[config.mk]
export PLATFORM = sky130hd
export DESIGN_NAME = bit_deserializer
export DESIGN_NICKNAME = d
export VERILOG_FILES = /design/src/rtl/bitstream_pkg.sv /design/src/rtl/stream_out_reg.sv /design/src/rtl/bit_deserializer.sv
export SDC_FILE = /design/constraint.sdc
export NUM_CORES = 1
export LEC_CHECK = 0
export BUFFER_PORTS_ARGS = -buffer_cell sky130_fd_sc_hd__buf_2
export CORE_UTILIZATION = 50
export DETAILED_ROUTE_END_ITERATION = 8
export PLACE_DENSITY = 0.71
export SYNTH_ARGS = -nofsm -noshare
export SYNTH_HDL_FRONTEND = slang
export SYNTH_SLANG_ARGS = --single-unit
[constraint.sdc]
create_clock -name clk -period 5.56 [get_ports clk]
set_clock_uncertainty 0.05 [all_clocks]
set_input_delay 1.112 -clock clk [delete_from_list [all_inputs] [get_ports clk]]
set_output_delay 1.112 -clock clk [all_outputs]
set_load 0.02 [all_outputs]
[src/rtl/bitstream_pkg.sv]
// Shared types and helpers for the bit-stream framing blocks.
package bitstream_pkg;

    // Packer state: waiting for a start-of-packet, or inside a packet.
    typedef enum logic [0:0] {
        IDLE   = 1'b0,
        IN_PKT = 1'b1
    } pkt_state_e;

    // Widest word any stage in this family produces, and its empty field.
    localparam int WORD_MAX_W  = 64;
    localparam int EMPTY_MAX_W = 7;

    // Width of the empty field for a word of the given width.
    function automatic int ew_of(input int width);
        return $clog2(width) + 1;
    endfunction

    // One framed output word, sized for the widest configuration.
    typedef struct packed {
        logic [WORD_MAX_W-1:0]  data;
        logic                   sop;
        logic                   eop;
        logic [EMPTY_MAX_W-1:0] empty;
    } word_t;

endpackage

[src/rtl/stream_out_reg.sv]
// Single-entry valid/ready holding register with ready latency 0.
// Loads when empty or when the held entry drains on the same edge.
module stream_out_reg #(
    parameter int PW = 8
) (
    input  logic          clk,
    input  logic          rst_n,
    input  logic          srst,
    input  logic          in_valid,
    output logic          in_ready,
    input  logic [PW-1:0] in_data,
    output logic          out_valid,
    input  logic          out_ready,
    output logic [PW-1:0] out_data
);

    logic          valid_r;
    logic [PW-1:0] data_r;

    // Space is available when nothing is held or the held entry leaves now.
    always_comb begin
        in_ready = !valid_r || out_ready;
    end

    // Holding register: load on free slot, otherwise keep contents stable.
    always_ff @(posedge clk or negedge rst_n) begin
        if (!rst_n) begin
            valid_r <= 1'b0;
            data_r  <= {PW{1'b0}};
        end else if (srst) begin
            valid_r <= 1'b0;
            data_r  <= {PW{1'b0}};
        end else if (in_ready) begin
            valid_r <= in_valid;
            if (in_valid) begin
                data_r <= in_data;
            end else begin
                data_r <= data_r;
            end
        end else begin
            valid_r <= valid_r;
            data_r  <= data_r;
        end
    end

    assign out_valid = valid_r;
    assign out_data  = data_r;

endmodule

[src/rtl/bit_deserializer.sv]
// Packs a framed 1-bit stream into WIDTH-bit words, MSB first, keeping
// packet framing and flagging sop violations.
module bit_deserializer
    import bitstream_pkg::*;
#(
    parameter  int WIDTH = 8,
    localparam int EW    = ew_of(WIDTH)
) (
    input  logic             clk,
    input  logic             reset_n,
    input  logic             i_valid,
    input  logic             i_sop,
    input  logic             i_eop,
    input  logic             inp,
    output logic             i_ready,
    input  logic             o_ready,
    output logic             o_valid,
    output logic             o_sop,
    output logic             o_eop,
    output logic [WIDTH-1:0] outp,
    output logic [EW-1:0]    o_empty,
    output logic             o_err
);

    // Counter must be able to hold WIDTH itself at the completing bit.
    localparam int CW = $clog2(WIDTH + 1);
    localparam int PW = WIDTH + 2 + EW;

    pkt_state_e       state_r,  state_nxt_s;
    logic [CW-1:0]    count_r,  count_nxt_s;
    logic [WIDTH-1:0] acc_r,    acc_nxt_s;
    logic             first_r,  first_nxt_s;
    logic             err_r,    err_nxt_s;

    logic             out_in_ready_s;
    logic             accept_s;
    logic             take_s;
    logic             emit_s;
    logic [WIDTH-1:0] base_acc_s;
    logic [CW-1:0]    base_count_s;
    logic             base_first_s;
    logic [WIDTH-1:0] new_acc_s;
    logic [CW-1:0]    new_count_s;
    logic [CW-1:0]    shamt_s;
    logic [WIDTH-1:0] word_data_s;
    logic             word_sop_s;
    logic             word_eop_s;
    logic [EW-1:0]    word_empty_s;
    logic [PW-1:0]    pay_in_s;
    logic [PW-1:0]    pay_out_s;

    // Backpressure follows the output slot only, never the input bit itself.
    always_comb begin
        i_ready  = reset_n && out_in_ready_s;
        accept_s = i_valid && i_ready;
    end

    // Packer next state: start/continue/drop the bit and decide emission.
    always_comb begin
        state_nxt_s  = state_r;
        count_nxt_s  = count_r;
        acc_nxt_s    = acc_r;
        first_nxt_s  = first_r;
        err_nxt_s    = 1'b0;
        emit_s       = 1'b0;
        take_s       = 1'b0;
        base_acc_s   = acc_r;
        base_count_s = count_r;
        base_first_s = first_r;
        word_data_s  = {WIDTH{1'b0}};
        word_sop_s   = 1'b0;
        word_eop_s   = 1'b0;
        word_empty_s = {EW{1'b0}};

        if (accept_s) begin
            if (i_sop) begin
                // A sop inside a packet abandons the partial word.
                take_s       = 1'b1;
                base_acc_s   = {WIDTH{1'b0}};
                base_count_s = {CW{1'b0}};
                base_first_s = 1'b1;
                err_nxt_s    = (state_r == IN_PKT);
            end else if (state_r == IN_PKT) begin
                take_s = 1'b1;
            end else begin
                // Data outside a packet is dropped.
                err_nxt_s = 1'b1;
            end
        end else begin
            take_s = 1'b0;
        end

        new_acc_s   = {base_acc_s[WIDTH-2:0], inp};
        new_count_s = base_count_s + CW'(1);
        shamt_s     = CW'(WIDTH) - new_count_s;

        if (take_s) begin
            if ((new_count_s == CW'(WIDTH)) || i_eop) begin
                // Left-align the collected bits; unused LSBs are zero.
                emit_s       = 1'b1;
                word_data_s  = new_acc_s << shamt_s;
                word_sop_s   = base_first_s;
                word_eop_s   = i_eop;
                word_empty_s = EW'(shamt_s);
                acc_nxt_s    = {WIDTH{1'b0}};
                count_nxt_s  = {CW{1'b0}};
                first_nxt_s  = 1'b0;
                state_nxt_s  = i_eop ? IDLE : IN_PKT;
            end else begin
                acc_nxt_s   = new_acc_s;
                count_nxt_s = new_count_s;
                first_nxt_s = base_first_s;
                state_nxt_s = IN_PKT;
            end
        end else begin
            state_nxt_s = state_r;
        end
    end

    // Packer state, counter, accumulator and error pulse registers.
    always_ff @(posedge clk or negedge reset_n) begin
        if (!reset_n) begin
            state_r <= IDLE;
            count_r <= {CW{1'b0}};
            acc_r   <= {WIDTH{1'b0}};
            first_r <= 1'b0;
            err_r   <= 1'b0;
        end else begin
            state_r <= state_nxt_s;
            count_r <= count_nxt_s;
            acc_r   <= acc_nxt_s;
            first_r <= first_nxt_s;
            err_r   <= err_nxt_s;
        end
    end

    assign pay_in_s = {word_data_s, word_sop_s, word_eop_s, word_empty_s};

    stream_out_reg #(
        .PW (PW)
    ) u_out_reg (
        .clk       (clk),
        .rst_n     (reset_n),
        .srst      (1'b0),
        .in_valid  (emit_s),
        .in_ready  (out_in_ready_s),
        .in_data   (pay_in_s),
        .out_valid (o_valid),
        .out_ready (o_ready),
        .out_data  (pay_out_s)
    );

    assign {outp, o_sop, o_eop, o_empty} = pay_out_s;
    assign o_err = err_r;

endmodule

==> results of run 1 <==
-- state kept, by name, summed over array words and instances, names as in the netlist --
signal	flops
o_err	1
first_r	1
u_out_reg.out_valid	1
count_r	4
state_r	1
u_out_reg.out_data	14
acc_r	7
-- cell usage in the layout (no fill, tap or decap), drive strengths merged, types with 3 or more instances in the layout --
cell and instances:
a21oi 3, a22o 12, and2 3, buf 25, clkbuf 6, dfrtp 29, inv 4, mux2 3
mux4 4, nand2 22, nand2b 3, nand3 3, nor2 9, o21ai 10, o41ai 3
-- power groups by stage --
stage / Combinational [uW] / Clock, uW / Sequential [uW]
4_1_cts: 296 / 122 / 309
6_report: 294 / 118 / 308
3_5_place_dp: 295 / 0 / 313
3_3_place_gp: 289 / 0 / 310
2_1_floorplan: 185 / 0 / 346
5_1_grt: 325 / 131 / 318
-- per-stage QoR --
| stage | hold WS, ns | utilization | power, uW | worst slack [ns] | cell area (sq um) |
|---|---|---|---|---|---|
| floorplan | 0.400 | - | 531 | 2.11 | 1590 |
| global placement | 0.405 | 0.569 | 599 | 1.31 | 1720 |
| detailed placement | 0.411 | 0.569 | 607 | 1.12 | 1720 |
| CTS | 0.432 | 0.586 | 726 | 1.45 | 1770 |
| global route | 0.465 | 0.586 | 775 | 1.18 | 1770 |
| finish | 0.424 | 0.586 | 720 | 1.47 | 1770 |
-- path summary, 6_finish.rpt --
path                                                   start                            endpoint  slack [ns]  cells after the start
max reg2reg                           count_r[0]$_DFFE_PN0P_  u_out_reg.out_data[11]$_DFFE_PN0P_        2.12                      8
min                        u_out_reg.out_data[4]$_DFFE_PN0P_   u_out_reg.out_data[4]$_DFFE_PN0P_        0.42                      2
min in group asynchronous                            reset_n   u_out_reg.out_data[6]$_DFFE_PN0P_        0.74                      2
min reg2reg                u_out_reg.out_data[4]$_DFFE_PN0P_   u_out_reg.out_data[4]$_DFFE_PN0P_        0.42                      2
max in group asynchronous                            reset_n              count_r[3]$_DFFE_PN0P_        4.45                      2
max                                                  reset_n  u_out_reg.out_data[11]$_DFFE_PN0P_        1.47                     11
-- cells by family (layout without fill, tap and decap cells) --
| family | after synthesis | count (layout) | share of synthesized area |
|---|---|---|---|
| AND/OR/NAND/NOR | 52 | 52 | 0.167 |
| AO/OA/AOI/OAI | 43 | 43 | 0.217 |
| multiplexers | 8 | 8 | 0.0841 |
| XOR/XNOR | 3 | 3 | 0.0165 |
| flip-flops | 29 | 29 | 0.456 |
| buffers and inverters | 15 | 37 | 0.0440 |
| adder cells (fa/ha/maj) | 2 | 2 | 0.0157 |
-- worst reg2reg max path, delay by kind of cell (launching register included) --
family,cells,cell delay [ns]
compound gates,5,1.66
flops,1,0.63
simple gates,1,0.18
fa+ha+maj,1,0.62
buf+inv,1,0.20
-- cell type report --
type / instances / share of cell area
Inverter: 4 / 0.00846
Clock inverter: 2 / 0.00564
Timing Repair Buffer: 25 / 0.0733
Sequential cell: 29 / 0.409
Tap cell: 44 / 0.0310
Clock buffer: 6 / 0.0233
Multi-Input combinational cell: 108 / 0.449
-- cell usage after synthesis, types with 2 or more instances --
master / count / area share
o41ai_2: 3 / 0.031
ha_1: 2 / 0.016
o31ai_1: 2 / 0.0094
a21oi_1: 3 / 0.0094
xnor2_1: 2 / 0.011
and3b_1: 2 / 0.011
clkbuf_1: 4 / 0.0094
buf_4: 2 / 0.0094
nand3_1: 3 / 0.0094
mux2_2: 3 / 0.021
mux4_2: 4 / 0.057
a22o_1: 12 / 0.066
nor2_1: 9 / 0.021
nand2_1: 22 / 0.052
o21a_1: 2 / 0.0094
a31oi_1: 2 / 0.0079
dfrtp_1: 29 / 0.46
inv_1: 4 / 0.0094
or3_1: 2 / 0.0079
nand2b_1: 3 / 0.012
buf_2: 5 / 0.016
and2_1: 3 / 0.012
nor2b_1: 2 / 0.0079
o21ai_0: 9 / 0.028
-- per-layer routing --
metal,GRT usage,share of wire
met5,0,0
met4,0.0884,0.013
met3,0.0505,0.039
met2,0.343,0.47
met1,0.288,0.48
==> impl_metrics.py, run 1 <==
metrics = {
    "route": {
        "drt_iter0_drc": 45,
        "routed_via_density": 5.79,
        "detail-route-antenna-nets": 0,
        "via_count": 1263,
        "drt_wl_total_um": 3170,
        "route.detailed.drc": 0,
        "wire_per_inst_um": 14.5,
        "drtPass1Iterations": 4,
    },
    "final_layout": {
        "antennaDiodeCount": 0,
        "fillers": 265,
        "multiInputGateArea_sq_um": 797,
        "final_cells": 218,
        "area_growth_pct": 11.4,
        "ff_latch_area_sq_um": 726,
        "num-nets-final": 182,
        "drive_gt1_frac": 0.264,
    },
    "power_and_ir_drop": {
        "internal_power_uw": 431,
        "leakagePower_uw": 0.000847,
        "power_density_nw_per_um2": 406,
        "p_sw_uw": 289,
        "clockPowerShare": 0.164,
        "power.share.switching": 0.402,
        "seqPwrFrac": 0.428,
        "worst_ir_drop_vdd_v": 0.000149,
        "pwr-share-comb": 0.408,
    },
    "place": {
        "io_buffer_count": 23,
        "place.gp.congestion": 0.818,
        "dp.cells": 210,
        "hpwl_um": 2260,
    },
    "critical_path": {
        "worst_ep_arrival_time_ns": 4.27,
        "crit_chain": "buf_2 -> buf_4 -> and2_1 -> nand3_1 -> and2_1 -> ha_1 -> or3_1 -> o31ai_1 -> a221o_1 -> o21a_1 -> o41ai_2",
        "cp.required_ns": 5.73,
        "crit_path_top_delay_cell": "ha_1",
        "crit_path_max_incr_delay_ns": 0.64,
        "start_kind": "input port",
        "critPathTopFamily": "compound AO/OA/AOI/OAI gates",
        "path_buf_inv": 2,
        "cp-end-kind": "register",
        "cp_max_fo": 31,
        "timing.critical_path.mode_cell": "and2_1",
        "crit_type": "input port to register",
    },
    "cts": {
        "cts_buffer_depth": 2,
        "tritoncts": "yes",
        "ctsHoldBuffers": 0,
        "postCtsSetupRepairBufs": 0,
        "clock-root-buffer": "clkbuf_4",
        "insertion_delay_ns": 0.31,
        "cts.sinks": 29,
        "h-tree-depth": 2,
        "clkTransAtPathRegs_ns": 0.09,
        "cts.repair.resized": 0,
        "numCtsBuffers": 5,
    },
    "synthesis": {
        "synth_cell_types": 42,
        "synthesis.area_sq_um": 1590,
        "yosys_warnings": 0,
        "synth_flop_cell": "dfrtp_1",
        "synth_seq_cells": 29,
        "syn-num-nets": 161,
        "syn_inst": 152,
        "synthArstFlopShare": 1.00,
        "synth_area_per_cell_sq_um": 10.5,
        "ys_seq_area_frac": 0.456,
        "synth_edf_count": 0,
    },
    "outcome": {
        "status": "finished, final reports clean",
    },
    "floorplanning": {
        "num_io_pins": 24,
        "design.core.area_sq_um": 3030,
        "num_rows": 20,
        "die_w_um": 58.4,
        "start_util": 0.526,
        "die_y_um": 58.4,
        "die_area_sq_um": 3420,
    },
    "sta": {
        "setup-tns-final_ns": 0,
        "slew_violations": 0,
        "min_period_ns": 4.09,
        "finalSetupViolCount": 0,
        "rsz0062_at_grt": "false",
        "fin_crit_sh": 0.736,
        "tightest_slew_ns": 0.729,
        "hold_viol": 0,
        "maxSlewHeadroom": 0.512,
        "max_freq_mhz": 244,
    },
    "global_route": {
        "grt_max_degree": 32,
        "antenna_found_initial": 0,
        "grt_pass1_wl_um": 5530,
        "grtUsageTotal": 0.216,
        "grt_pass1_vias": 1161,
        "overflow": 0,
    },
    "worst_hold_path": {
        "min_path_type": "register to register",
    },
    "run": {
        "maxCapViolCount": 0,
    },
}
(Power assumes the default switching activity.)
==> run 2, diff against run 1 <==
ABC_AREA = 1   (was not set)
PLACE_DENSITY = 0.74   (was 0.71)
clock period = 3.4 ns   (was 5.56 ns; I/O delays follow)
==> impl_metrics.py, run 2 <==
metrics = {
    "outcome": {
        "status": "complete, but fails checks",
        "violations": "DRC",
    },
    "route": {
        "drtPass1Iterations": 6,
        "drt_wl_total_um": 3210,
        "detail-route-antenna-nets": 0,
        "wire_per_inst_um": 12.5,
        "route.detailed.drc": 4,
        "routed_via_density": 5.41,
        "via_count": 1391,
        "drt_iter0_drc": 98,
    },
    "cts": {
        "tritoncts": "yes",
        "clock-root-buffer": "clkbuf_4",
        "cts_buffer_depth": 2,
        "numCtsBuffers": 5,
        "ctsHoldBuffers": 0,
        "h-tree-depth": 2,
        "cts.repair.resized": 0,
        "clkTransAtPathRegs_ns": 0.09,
        "cts.sinks": 29,
        "postCtsSetupRepairBufs": 0,
        "insertion_delay_ns": 0.33,
    },
    "synthesis": {
        "synth_compound_area_frac": 0.0817,
        "yosys_warnings": 0,
        "synth-simple-area-share": 0.361,
        "synth_top_area_cell": "dfrtp_1",
        "synth.area.top_cells": "dfrtp_1, nand2_1, inv_1, nand3_1, nor2_1",
        "synthesis.area_sq_um": 1560,
        "ys_top_cells_by_count": "nand2_1, dfrtp_1, inv_1, nand3_1, nor2_1",
        "synth_xor_area_frac": 0.0104,
        "synth.most_common_cell": "nand2_1",
        "synth_top_family_by_area": "simple AND/OR/NAND/NOR gates",
        "synthAdderAreaFrac": 0.0160,
        "synth_edf_count": 0,
        "synth_seq_cells": 29,
        "synth_flop_cell": "dfrtp_1",
        "synth_area_per_cell_sq_um": 7.89,
        "ys_seq_area_frac": 0.465,
        "syn_inst": 198,
        "synth_mux_area_frac": 0,
        "syn-num-nets": 207,
        "synth_cell_types": 25,
        "synth_top_area_frac": 0.465,
        "synthArstFlopShare": 1.00,
    },
    "global_route": {
        "gr-usage-met1": 0.314,
        "grt_pass1_wl_um": 5800,
        "use_met3": 0.0670,
        "grt_busiest_layer": "met2",
        "grt_max_degree": 31,
        "grtUsageTotal": 0.229,
        "overflow": 0,
        "grt_pass1_vias": 1295,
        "use_met2": 0.351,
        "antenna_found_initial": 0,
    },
    "floorplanning": {
        "start_util": 0.547,
        "die_y_um": 57.9,
        "die_area_sq_um": 3350,
        "design.core.area_sq_um": 2850,
        "die_w_um": 57.9,
        "num_io_pins": 24,
        "num_rows": 19,
    },
    "critical_path": {
        "start_kind": "input port",
        "cp_max_fo": 19,
        "path_buf_inv": 6,
        "crit_path_max_incr_delay_ns": 0.38,
        "r2r_start": "u_out_reg.out_valid$_DFFE_PN0N_",
        "worst_ep_arrival_time_ns": 2.76,
        "crit_chain": "buf_2 -> inv_2 -> nand2_2 -> nand4_4 -> nand2_2 -> inv_1 -> ha_1 -> inv_1 -> nand3_1 -> inv_1 -> nand2_1 -> nand2_1 -> nand2_1 -> nand2_2 -> inv_2 -> nand2_1 -> nand2_1",
        "cp-end-kind": "register",
        "timing.critical_path.mode_cell": "nand2_1",
        "crit_type": "input port to register",
        "rr_worst_depth": 15,
        "rrSetupSlack_ns": 0.87,
        "timing.rr.end": "u_out_reg.out_data[12]$_DFFE_PN0P_",
        "cp.required_ns": 3.58,
        "critPathTopFamily": "simple AND/OR/NAND/NOR gates",
        "crit_path_top_delay_cell": "ha_1",
    },
    "sta": {
        "fin_ws_ns": 0.822,
        "max_freq_mhz": 388,
        "holdWs_ns": 0.342,
        "maxSlewHeadroom": 0.668,
        "finalSetupViolCount": 0,
        "rsz0062_at_grt": "false",
        "hold_viol": 0,
        "setup-tns-final_ns": 0,
        "slew_violations": 0,
        "min_period_ns": 2.58,
        "tightest_slew_ns": 0.498,
        "fin_crit_sh": 0.758,
    },
    "worst_hold_path": {
        "min_path_type": "input port to async pin",
    },
    "final_layout": {
        "fillers": 275,
        "area_growth_pct": 12.9,
        "num-nets-final": 235,
        "largest_reg_flops": 14,
        "final_core_util": 0.618,
        "final_cell_mix": "nand2_1, dfrtp_1, buf_2, inv_1, nand3_1",
        "antennaDiodeCount": 0,
        "mostFrequentLayoutCell": "nand2_1",
        "drive_gt1_frac": 0.221,
    },
    "power_and_ir_drop": {
        "power_density_nw_per_um2": 622,
        "worst_ir_drop_vdd_v": 0.000308,
        "leakagePower_uw": 0.000967,
        "power_uw": 1100,
    },
    "place": {
        "dp_slack_ns": 0.501,
        "place.gp.congestion": 1.01,
        "hpwl_um": 2400,
        "io_buffer_count": 23,
    },
    "run": {
        "maxCapViolCount": 0,
    },
}
run 2: cell count changes after synthesis, moves of 4 or more:
cell      before  now
a22o_1        12    0
clkbuf_1       4    0
inv_1          4   19
mux4_2         4    0
nand2_1       22   72
nand2_2        0    5
nand3_1        3   13
nand4_1        1    6
o21ai_1        0    5
o22ai_1        0    6
run 2: per-layer routing:
metal	up-vias	share of wire	routed length, um
li1	691	-	-
met1	640	0.48	1540
met2	51	0.45	1430
met3	9	0.058	185
met4	0	0.015	49
met5	-	0	0
run 2: worst max path at each step:
stage,startpoint,to,slack (ns),cells past startpoint
finish,o_ready,u_out_reg.out_data[12]$_DFFE_PN0P_,0.82,17
global route,o_ready,u_out_reg.out_data[12]$_DFFE_PN0P_,0.62,17
CTS,o_ready,u_out_reg.out_data[12]$_DFFE_PN0P_,0.85,17
detailed placement,o_ready,u_out_reg.out_data[12]$_DFFE_PN0P_,0.50,17
global placement,o_ready,u_out_reg.out_data[12]$_DFFE_PN0P_,0.62,17
floorplan,o_ready,u_out_reg.out_data[10]$_DFFE_PN0P_,0.98,17
run 2: through the flow:
step	area, sq um	std cells
finish	1760	257
global route	1760	257
CTS	1760	257
detailed placement	1710	250
global placement	1710	250
floorplan	1560	198
run 2: kinds of logic (layout without fill, tap and decap cells):
kind of cell / after synthesis / in the layout
AOI/OAI and AO/OA: 22 / 22
DFF: 29 / 29
and+or+nand+nor: 118 / 118
xor gates and xnor gates: 1 / 1
buffers and inverters: 26 / 54
adders and majority gates: 2 / 2
run 2: final cells by class:
cell class,count,area [sq um],area share
Multi-Input combinational cell,143,732,0.415
Sequential cell,29,726,0.412
Timing Repair Buffer,24,123,0.0696
Inverter,23,88.8,0.0504
Clock buffer,7,55.1,0.0312
Tap cell,31,38.8,0.0220
run 2: power breakdown:
group | leakage [uW] | switching (uW) | internal [uW]
registers | 0.000380 | 48.2 | 412
logic | 0.000555 | 282 | 142
clock network | 0.0000314 | 114 | 97.4
total | 0.000967 | 445 | 652
run 2: worst register-to-register path, cell delays in order, from the launching register on:
cell	delay, ns
dfrtp_1	0.39
nand2_2	0.10
nand4_4	0.25
nand2_2	0.23
inv_1	0.12
ha_1	0.39
inv_1	0.14
nand3_1	0.13
inv_1	0.12
nand2_1	0.06
nand2_1	0.05
nand2_1	0.14
nand2_2	0.11
inv_2	0.05
nand2_1	0.06
nand2_1	0.05
